--- config.mk ---
export PLATFORM = sky130hd
export DESIGN_NAME = booth_mult_seq_flat
export DESIGN_NICKNAME = d
export VERILOG_FILES = /design/src/rtl/booth_mult_seq_pkg.sv /design/src/rtl/booth_mult_seq_if.sv /design/src/rtl/booth_mult_seq_pp_gen.sv /design/src/rtl/booth_mult_seq.sv /design/src/flat_wrapper.sv
export SDC_FILE = /design/constraint.sdc
export NUM_CORES = 1
export LEC_CHECK = 0
export ABC_AREA = 1
export BUFFER_PORTS_ARGS = -buffer_cell sky130_fd_sc_hd__buf_2
export CAP_MARGIN = 25
export CORE_MARGIN = 5
export CORE_UTILIZATION = 51
export CTS_CLUSTER_DIAMETER = 60
export CTS_CLUSTER_SIZE = 40
export DETAILED_ROUTE_END_ITERATION = 8
export PLACE_DENSITY = 0.86
export SLEW_MARGIN = 20
export SYNTH_ARGS = -nofsm -noshare
export SYNTH_HDL_FRONTEND = slang
export SYNTH_SLANG_ARGS = --single-unit
--- constraint.sdc ---
create_clock -name clk -period 3.29 [get_ports clk]
set_clock_uncertainty 0.05 [all_clocks]
set_input_delay 0.4935 -clock clk [delete_from_list [all_inputs] [get_ports clk]]
set_output_delay 0.4935 -clock clk [all_outputs]
set_load 0.02 [all_outputs]
--- src/rtl/booth_mult_seq_pkg.sv ---
// Shared types for the iterative radix-4 Booth multiplier: FSM states,
// Booth digit encoding and the 3-bit window decoder.
package booth_pkg;

    typedef enum logic [1:0] {
        IDLE,
        RUN,
        DONE
    } state_e;

    typedef enum logic [2:0] {
        D_ZERO,
        D_P1,
        D_P2,
        D_N1,
        D_N2
    } digit_e;

    // Window is {b[2i+1], b[2i], b[2i-1]}
    function automatic digit_e booth_decode(input logic [2:0] win);
        digit_e d;
        case (win)
            3'b001, 3'b010: d = D_P1;
            3'b011:         d = D_P2;
            3'b100:         d = D_N2;
            3'b101, 3'b110: d = D_N1;
            default:        d = D_ZERO;
        endcase
        return d;
    endfunction

endpackage

--- src/rtl/booth_mult_seq_if.sv ---
// Operand/result handshake bundle for booth_mult_seq. The producer/consumer
// side uses the master modport, the multiplier uses the slave modport.
interface booth_mult_seq_if #(
    parameter int WIDTH = 8
);
    logic                 in_valid;
    logic                 in_ready;
    logic                 in_signed;
    logic [WIDTH-1:0]     in_a;
    logic [WIDTH-1:0]     in_b;
    logic [2*WIDTH-1:0]   in_acc;
    logic                 out_valid;
    logic                 out_ready;
    logic [2*WIDTH-1:0]   out_product;

    modport master (
        output in_valid, in_signed, in_a, in_b, in_acc, out_ready,
        input  in_ready, out_valid, out_product
    );

    modport slave (
        input  in_valid, in_signed, in_a, in_b, in_acc, out_ready,
        output in_ready, out_valid, out_product
    );
endinterface

--- src/rtl/booth_mult_seq_pp_gen.sv ---
// Radix-4 Booth partial-product generator: selects 0, +-a or +-2a from a
// 3-bit multiplier window. Result is WIDTH+2 bits, two's complement.
module booth_pp_gen
    import booth_pkg::*;
#(
    parameter int WIDTH = 8
) (
    input  logic [WIDTH-1:0]        a_i,
    input  logic                    signed_i,
    input  logic [2:0]              win_i,
    output logic signed [WIDTH+1:0] pp_o
);

    logic signed [WIDTH+1:0] a_ext;
    logic signed [WIDTH+1:0] a_dbl;

    // Two guard bits let -2a of the largest unsigned operand stay representable
    assign a_ext = signed_i ? {{2{a_i[WIDTH-1]}}, a_i} : {2'b00, a_i};
    assign a_dbl = a_ext <<< 1;

    always_comb begin
        pp_o = '0;
        case (booth_decode(win_i))
            D_P1:    pp_o = a_ext;
            D_P2:    pp_o = a_dbl;
            D_N1:    pp_o = ~a_ext + (WIDTH+2)'(1);
            D_N2:    pp_o = ~a_dbl + (WIDTH+2)'(1);
            default: pp_o = '0;
        endcase
    end

endmodule

--- src/rtl/booth_mult_seq.sv ---
// Iterative radix-4 Booth multiplier, one digit per clock into a 2*WIDTH
// accumulator. Define BOOTH_MAC_EN to preload the accumulator with in_acc.
module booth_mult_seq
    import booth_pkg::*;
#(
    parameter int WIDTH = 8
) (
    input  logic             clk,
    input  logic             rst,
    booth_mult_seq_if.slave  bus
);

    localparam int N_S   = WIDTH / 2;
    localparam int N_U   = WIDTH / 2 + 1;
    localparam int CNT_W = $clog2(N_U + 1);

    if ((WIDTH < 4) || (WIDTH % 2 != 0)) begin : g_width_check
        $fatal(1, "booth_mult_seq: WIDTH must be even and >= 4");
    end

    state_e                  state_q, state_d;
    logic [CNT_W-1:0]        cnt_q, cnt_d;
    logic [2*WIDTH-1:0]      acc_q, acc_d;
    logic [WIDTH-1:0]        a_q, a_d;
    logic                    sgn_q, sgn_d;
    logic [WIDTH+2:0]        bwin_q, bwin_d;

    logic                    in_ready;
    logic                    accept;
    logic                    last_digit;
    logic                    b_ext;
    logic signed [WIDTH+1:0] pp;
    logic signed [2*WIDTH-1:0] pp_ext;
    logic [2*WIDTH-1:0]      acc_init;
    logic                    unused_acc;

    booth_pp_gen #(.WIDTH(WIDTH)) u_pp_gen (
        .a_i      (a_q),
        .signed_i (sgn_q),
        .win_i    (bwin_q[2:0]),
        .pp_o     (pp)
    );

    assign in_ready   = (state_q == IDLE) && !rst;
    assign accept     = bus.in_valid && in_ready;
    assign last_digit = (cnt_q == (sgn_q ? CNT_W'(N_S - 1) : CNT_W'(N_U - 1)));
    assign b_ext      = bus.in_signed & bus.in_b[WIDTH-1];
    assign pp_ext     = {{(WIDTH-2){pp[WIDTH+1]}}, pp};
    assign unused_acc = ^bus.in_acc;

`ifdef BOOTH_MAC_EN
    assign acc_init = bus.in_acc;
`else
    assign acc_init = '0;
`endif

    assign bus.in_ready    = in_ready;
    assign bus.out_valid   = (state_q == DONE);
    assign bus.out_product = acc_q;

    always_comb begin
        state_d = state_q;
        cnt_d   = cnt_q;
        acc_d   = acc_q;
        a_d     = a_q;
        sgn_d   = sgn_q;
        bwin_d  = bwin_q;
        case (state_q)
            IDLE: begin
                if (accept) begin
                    a_d     = bus.in_a;
                    sgn_d   = bus.in_signed;
                    // b[-1]=0 at the bottom, two extension bits on top for the unsigned extra digit
                    bwin_d  = {b_ext, b_ext, bus.in_b, 1'b0};
                    acc_d   = acc_init;
                    cnt_d   = '0;
                    state_d = RUN;
                end
            end
            RUN: begin
                acc_d  = acc_q + (pp_ext << {cnt_q, 1'b0});
                bwin_d = bwin_q >> 2;
                cnt_d  = cnt_q + CNT_W'(1);
                if (last_digit) begin
                    state_d = DONE;
                end
            end
            DONE: begin
                if (bus.out_ready) begin
                    state_d = IDLE;
                end
            end
            default: state_d = IDLE;
        endcase
    end

    always_ff @(posedge clk) begin
        if (rst) begin
            state_q <= IDLE;
            cnt_q   <= '0;
            acc_q   <= '0;
        end else begin
            state_q <= state_d;
            cnt_q   <= cnt_d;
            acc_q   <= acc_d;
        end
    end

    // Operand registers are only meaningful after an accept, so they carry no reset
    always_ff @(posedge clk) begin
        a_q    <= a_d;
        sgn_q  <= sgn_d;
        bwin_q <= bwin_d;
    end

endmodule

--- src/flat_wrapper.sv ---
// flat-port wrapper written by rule: the top's interface ports become plain ports
module booth_mult_seq_flat import booth_pkg::*;
#(
    parameter int WIDTH = 8
)
  (clk, rst, bus_in_valid, bus_in_signed, bus_in_a, bus_in_b, bus_in_acc, bus_out_ready, bus_in_ready, bus_out_valid, bus_out_product);
  booth_mult_seq_if #(.WIDTH(WIDTH)) bus_i ();
  input  logic clk;
  input  logic rst;
  input wire logic [$bits(bus_i.in_valid)-1:0] bus_in_valid;
  input wire logic [$bits(bus_i.in_signed)-1:0] bus_in_signed;
  input wire logic [$bits(bus_i.in_a)-1:0] bus_in_a;
  input wire logic [$bits(bus_i.in_b)-1:0] bus_in_b;
  input wire logic [$bits(bus_i.in_acc)-1:0] bus_in_acc;
  input wire logic [$bits(bus_i.out_ready)-1:0] bus_out_ready;
  output wire logic [$bits(bus_i.in_ready)-1:0] bus_in_ready;
  output wire logic [$bits(bus_i.out_valid)-1:0] bus_out_valid;
  output wire logic [$bits(bus_i.out_product)-1:0] bus_out_product;
  assign bus_i.in_valid = bus_in_valid;
  assign bus_i.in_signed = bus_in_signed;
  assign bus_i.in_a = bus_in_a;
  assign bus_i.in_b = bus_in_b;
  assign bus_i.in_acc = bus_in_acc;
  assign bus_i.out_ready = bus_out_ready;
  assign bus_in_ready = bus_i.in_ready;
  assign bus_out_valid = bus_i.out_valid;
  assign bus_out_product = bus_i.out_product;
  booth_mult_seq #(.WIDTH(WIDTH)) u_core (.clk(clk), .rst(rst), .bus(bus_i));
endmodule
---- Word-level counts from Yosys, hierarchy flattened ----
Index checks and enable logic that the tools add are counted.
word-level totals
  flip-flop bits (word level) ............. 41
  input bits .............................. 37
  output and inout bits ................... 18
  word-level logic and storage cells ...... 54
cells by class
  add/sub/neg operators ................... 4
  eq/ne operators ......................... 16
  shifts and indexed selects .............. 1
  mux-type cells .......................... 14
  bitwise gates (word level) .............. 3
  reductions and logical operators ........ 10
operators by type and width
  kind                                                             count
  10-bit case mux with 4 select lines                              1
  16-bit case mux with 2 select lines                              1
  11-bit case mux with 2 select lines                              1
  10-bit by 2-bit adder with 10-bit output, second input constant  2
  10-bit inverter                                                  2
  16-bit adder                                                     1
  16-bit 2-to-1 mux                                                1
  16-bit by 4-bit << shifter with 16-bit output                    1
  3-bit by 2-bit == test with 1-bit output, second input constant  4
  3-bit == test, second input constant                             4
  3-bit case mux with 4 select lines                               1
  11-bit 2-to-1 mux                                                1
  10-bit 2-to-1 mux                                                1
  3-bit by 1-bit == test with 1-bit output, second input constant  2
  2-bit 2-to-1 mux                                                 3
  3-bit 2-to-1 mux                                                 2
  2-bit case mux with 3 select lines                               1
  3-bit case mux with 2 select lines                               1
  2-bit by 1-bit != test with 1-bit output, second input constant  2
  2-bit AND reduction                                              2
  2-bit OR reduction                                               2
  3-bit by 1-bit adder with 3-bit output, second input constant    1
  3-bit == test                                                    1
  3-bit AND reduction                                              1
  8 further kinds                                                  9

---- Depth between registers and ports, before layout ----
  depth after elaboration ................. 8
  gate-level depth with buffers ........... 24
  depth with buffers taken out ............ 24

---- By module ----
A second synthesis with hierarchy kept.
unflattened totals
  cell total of the unflattened synthesis .. 499
  area total of the unflattened synthesis .. 3313.2 um^2
modules (own cells, without submodules)
  module          instances  cells an instance  area an instance (um^2)  sequential area each (um^2)
  booth_mult_seq  1          397                2805.2                   991.0
  booth_pp_gen    1          102                508.0                    0.0

---- Worst setup path after synthesis ----
Ideal clock, no wire load.
  path type ............................... register to register
  start ................................... register u_core.a_q[0]
  end ..................................... register u_core.acc_q[15] (netlist: u_core.bus.out_product[15])
  setup time .............................. 0.131 ns
  data arrival time ....................... 2.949 ns
  required time ........................... 3.109 ns
  path slack .............................. 0.160 ns
  cell stages (with the launch flop) ...... 19
  path buffers ............................ 0
  clock period less this slack ............ 3.130 ns
  cell sequence ........................... edfxtp_1 > inv_1 > ha_1 > nand4_1 > nor2_1 > nor2_1 > a21oi_1 > nand2_1 > o21ai_0 > o22ai_1 > ha_1 > nand2_1 > nand2_1 > a31o_2 > a21o_1 > a31o_2 > nand3b_1 > nand3_1 > a21oi_2
on the way
  longest elaborated chain between the ends .. 7
  elaborated cells between the ends (all ways) .. 9
  those cells by class .................... 3 x add/sub; 1 x shift; 3 x mux; 2 x bitwise
ends and longest elaborated chain
  item                                                                line                                                      source
  start: declaration                                                  booth_mult_seq.sv:24                                      logic [WIDTH-1:0] a_q, a_d;
  start signal: assignment                                            booth_mult_seq.sv:111                                     a_q <= a_d;
  10-bit 2-to-1 mux *                                                 booth_mult_seq_pp_gen.sv:18                               assign a_ext = signed_i ? {{2{a_i[WIDTH-1]}}, a_i} : {2'b00, a_i};
  10-bit inverter, on equally long branches                           booth_mult_seq_pp_gen.sv:26, booth_mult_seq_pp_gen.sv:27
  10-bit by 2-bit adder with 10-bit output, on equally long branches  booth_mult_seq_pp_gen.sv:26, booth_mult_seq_pp_gen.sv:27
  10-bit case mux with 4 select lines *                               booth_mult_seq_pp_gen.sv:23                               case (booth_decode(win_i))
  16-bit by 4-bit << shifter with 16-bit output *                     booth_mult_seq.sv:81                                      acc_d = acc_q + (pp_ext << {cnt_q, 1'b0});
  16-bit adder *                                                      booth_mult_seq.sv:81
  16-bit case mux with 2 select lines *                               booth_mult_seq.sv:68                                      case (state_q)
  end signal: assignment                                              booth_mult_seq.sv:101                                     acc_q <= '0;
  end signal: assignment                                              booth_mult_seq.sv:105                                     acc_q <= acc_d;
  end: declaration                                                    booth_mult_seq.sv:23                                      logic [2*WIDTH-1:0] acc_q, acc_d;
Every way passes the cells marked *; elsewhere a longest branch is shown, timed or not.
A chain may end at the register's enable or synchronous reset.

---- Worst setup path after layout ----
  start ................................... register u_core.a_q[1]
  end ..................................... register u_core.acc_q[14] (netlist: u_core.bus.out_product[14])
on the way
  longest elaborated chain between the ends .. 7
  elaborated cells between the ends (all ways) .. 9
  those cells by class .................... 3 x add/sub; 1 x shift; 3 x mux; 2 x bitwise
ends and longest elaborated chain
  item                                                                line
  10-bit 2-to-1 mux *                                                 booth_mult_seq_pp_gen.sv:18
  10-bit inverter, on equally long branches                           booth_mult_seq_pp_gen.sv:27, booth_mult_seq_pp_gen.sv:26
  10-bit by 2-bit adder with 10-bit output, on equally long branches  booth_mult_seq_pp_gen.sv:27, booth_mult_seq_pp_gen.sv:26
  10-bit case mux with 4 select lines *                               booth_mult_seq_pp_gen.sv:23
  16-bit by 4-bit << shifter with 16-bit output *                     booth_mult_seq.sv:81
  16-bit adder *                                                      booth_mult_seq.sv:81
  16-bit case mux with 2 select lines *                               booth_mult_seq.sv:68
Marks and branches as above.

==> impl_metrics.ini <==
[run_status]
status = finished with violations
failed_checks = setup timing

[pwr]
pwr-share-seq = 0.256
power_mw = 2.59
clockPowerShare = 0.168
p_sw_frac = 0.436
p_switching_mw = 1.13
ir_worst_vdd_mv = 0.406
p_int_mw = 1.46
combPwrFrac = 0.576
power.density_mw_per_mm2 = 627
leakage_nw = 1.95

[sta]
period_share = 1.10
setup_ws_ns = -0.338
finalSetupViolCount = 5
fmax_mhz = 276
period_needed_ns = 3.63
slew_viol_final = 0
relSlewSlack = 0.528
hold_viol_final = 0
whs_ns = 0.312
grt_setup_unrepaired = true
worst_pin_slew_ns = 0.708

[floorplanning]
core-area_sq_mm = 0.00582
die_w_microns = 86.8
die_h_microns = 86.8
io_pins = 55
initial_core_util = 0.518
rows = 28
die-area_sq_mm = 0.00754

[setup_path]
crit_path_start_kind = flop
r2r-end = u_core.bus.out_product[14]
cp.arrival_ns = 3.75
r2r-start = u_core.a_q[1]
crit_required_ns = 3.41
reg2reg_depth = 24
critPathCaptureType = flop
reg2reg_slack_ns = -0.34
worstSetupPathType = flop to flop
cp_max_fo = 5

[final_layout]
drive_gt1_frac = 0.368
regArea_sq_um = 991
final_cell_mix = nand2_1, buf_4, buf_2
fillerInstances = 456
fin_nets = 589
diodes = 0
mostFrequentLayoutCell = nand2_1
multi_input_area_sq_mm = 0.00211
area_growth_syn_to_layout_pct = 37.4

[min_path]
worstHoldPathCells = 1
holdPathEnd = u_core.a_q[2]
hp-class = primary input to flop
hold_start = bus_in_a[2]

[global_route]
grt_usage = 0.221
grt_pass1_wl_microns = 13500
grt_pass1_vias = 3088
antenna_found_initial = 0
grt_max_degree = 23
grt_overflow = 0

[placed_design]
dp_hpwl_microns = 6080
gp_congestion = 0.937
io_buffers = 38

[route]
wl_per_cell_microns = 16.4
drc_errors = 0
drt_pass1_iterations = 5
dr.first_iter.drc_count = 328
drt-total-wl_microns = 9970
vias_per_cell = 5.91
via_count = 3604
antenna_left = 0

[yosys]
syn_avg_cell_area_sq_um = 6.83
synthArstFlopShare = 0
synth-seq-cells = 40
yosys_warnings = 0
synth.cell_area_sq_mm = 0.00301
synth_cells = 441
synth_cell_type_count = 38
synth_nets = 496
synth_edf_count = 19
ys_seq_area_frac = 0.329
synth_ff_type = dfxtp_1

[clock_tree]
cts_buffers = 5
cts_root_buf = clkbuf_8
clockBufferDepth = 2
cts.sinks = 40
clk_pin_slew_ns = 0.08
cts_max_level = 2
cts_tree = built
insertion_delay_ns = 0.30

[flow_run]
maxCapViolations = 0
sequential cells by signal, indices dropped and copies added, names as in the netlist:
name / count
u_core.bus.out_product: 16
u_core.cnt_q: 3
u_core.state_q: 2
u_core.bwin_q: 10
u_core.a_q: 8
u_core.sgn_q: 1
cell type report:
cell class                      count  share of cell area
Clock buffer                        6              0.0200
Inverter                           48              0.0436
Clock inverter                      2             0.00938
Multi-Input combinational cell    342               0.510
Tap cell                           75              0.0227
Timing Repair Buffer               97               0.155
Sequential cell                    40               0.240
layer usage:
metal	track usage	wire (microns)
met1	0.281	3930
met2	0.380	4760
met3	0.0371	847
met4	0.0666	434
met5	0	0
cell families after synthesis:
group                      after synthesis  share of synthesized area
xor gates and xnor gates                 1                    0.00291
and+or+nand+nor                        227                      0.326
adders and majority gates               18                     0.0773
DFF                                     40                      0.329
AOI/OAI and AO/OA                       96                      0.190
buffers and inverters                   59                     0.0752
per-stage QoR:
stage	std cells	setup TNS [ns]	area, sq um	utilization	setup slack [ns]
detailed placement	589	-0.192	3590	0.618	-0.0898
global placement	589	-0.0371	3590	0.618	-0.0371
CTS	603	-0.00858	3800	0.654	-0.00747
global route	610	-2.37	4140	0.711	-0.539
finish	610	-0.880	4140	0.711	-0.338
floorplan	441	0	3010	-	0.160
worst max-delay path, stage by stage, from the launching register on:
cell and delay, ns:
edfxtp_1 0.41, inv_2 0.10, ha_4 0.17, nand4_1 0.20, nor2_1 0.17, nor2_1 0.08
a21oi_1 0.16, nand2_1 0.16, inv_2 0.10, nand2_2 0.07, o21ai_2 0.10, buf_4 0.14
a221oi_2 0.06, ha_1 0.41, nand2_1 0.09, nor2_2 0.13, nand3_1 0.13, nand4_1 0.19
nand2_1 0.07, nand2_1 0.07, nand2_1 0.08, nand2_2 0.09, a21oi_2 0.06, o21ai_1 0.12
a21oi_1 0.10
repair_timing:
action	in CTS	in global routing
gates resized for setup	15	79
pin swaps	8	44
setup buffers	6	7
setup endpoints to repair	6	11
hold buffers	0	0
cell usage after synthesis, types with 2 or more instances:
master | count | share of area
a211oi_1 | 2 | 0.0050
a21o_1 | 2 | 0.0050
a21oi_1 | 44 | 0.073
a221oi_2 | 2 | 0.010
a31o_2 | 2 | 0.0058
a31oi_1 | 4 | 0.0083
buf_2 | 4 | 0.0067
clkbuf_1 | 7 | 0.0087
clkinv_1 | 2 | 0.0025
dfxtp_1 | 21 | 0.14
edfxtp_1 | 19 | 0.19
ha_1 | 17 | 0.071
inv_1 | 43 | 0.054
inv_2 | 3 | 0.0037
nand2_1 | 121 | 0.15
nand2_2 | 2 | 0.0042
nand3_1 | 37 | 0.062
nand3_2 | 5 | 0.017
nand4_1 | 6 | 0.012
nor2_1 | 44 | 0.055
nor2_2 | 3 | 0.0062
nor3_1 | 5 | 0.0083
o211ai_1 | 2 | 0.0050
o21ai_0 | 23 | 0.038
o21ai_1 | 2 | 0.0033
o21ai_2 | 2 | 0.0058
o22ai_1 | 5 | 0.010
or2_2 | 2 | 0.0042
worst max-delay path by stage:
stage	from	end
detailed placement	u_core.a_q[1]	u_core.bus.out_product[15]
finish	u_core.a_q[1]	u_core.bus.out_product[14]
CTS	u_core.a_q[0]	u_core.bus.out_product[15]
global route	u_core.a_q[1]	u_core.bus.out_product[14]
floorplan	u_core.a_q[0]	u_core.bus.out_product[15]
global placement	u_core.a_q[0]	u_core.bus.out_product[15]
power by group through the flow:
stage,registers (mW),clock network [mW],logic [mW]
3_5_place_dp,0.668,0,1.12
4_1_cts,0.655,0.435,1.17
2_1_floorplan,0.697,0,0.684
6_report,0.663,0.436,1.49
5_1_grt,0.671,0.459,1.61
3_3_place_gp,0.663,0,1.08
Note: power is estimated with default switching activity, not from simulation.
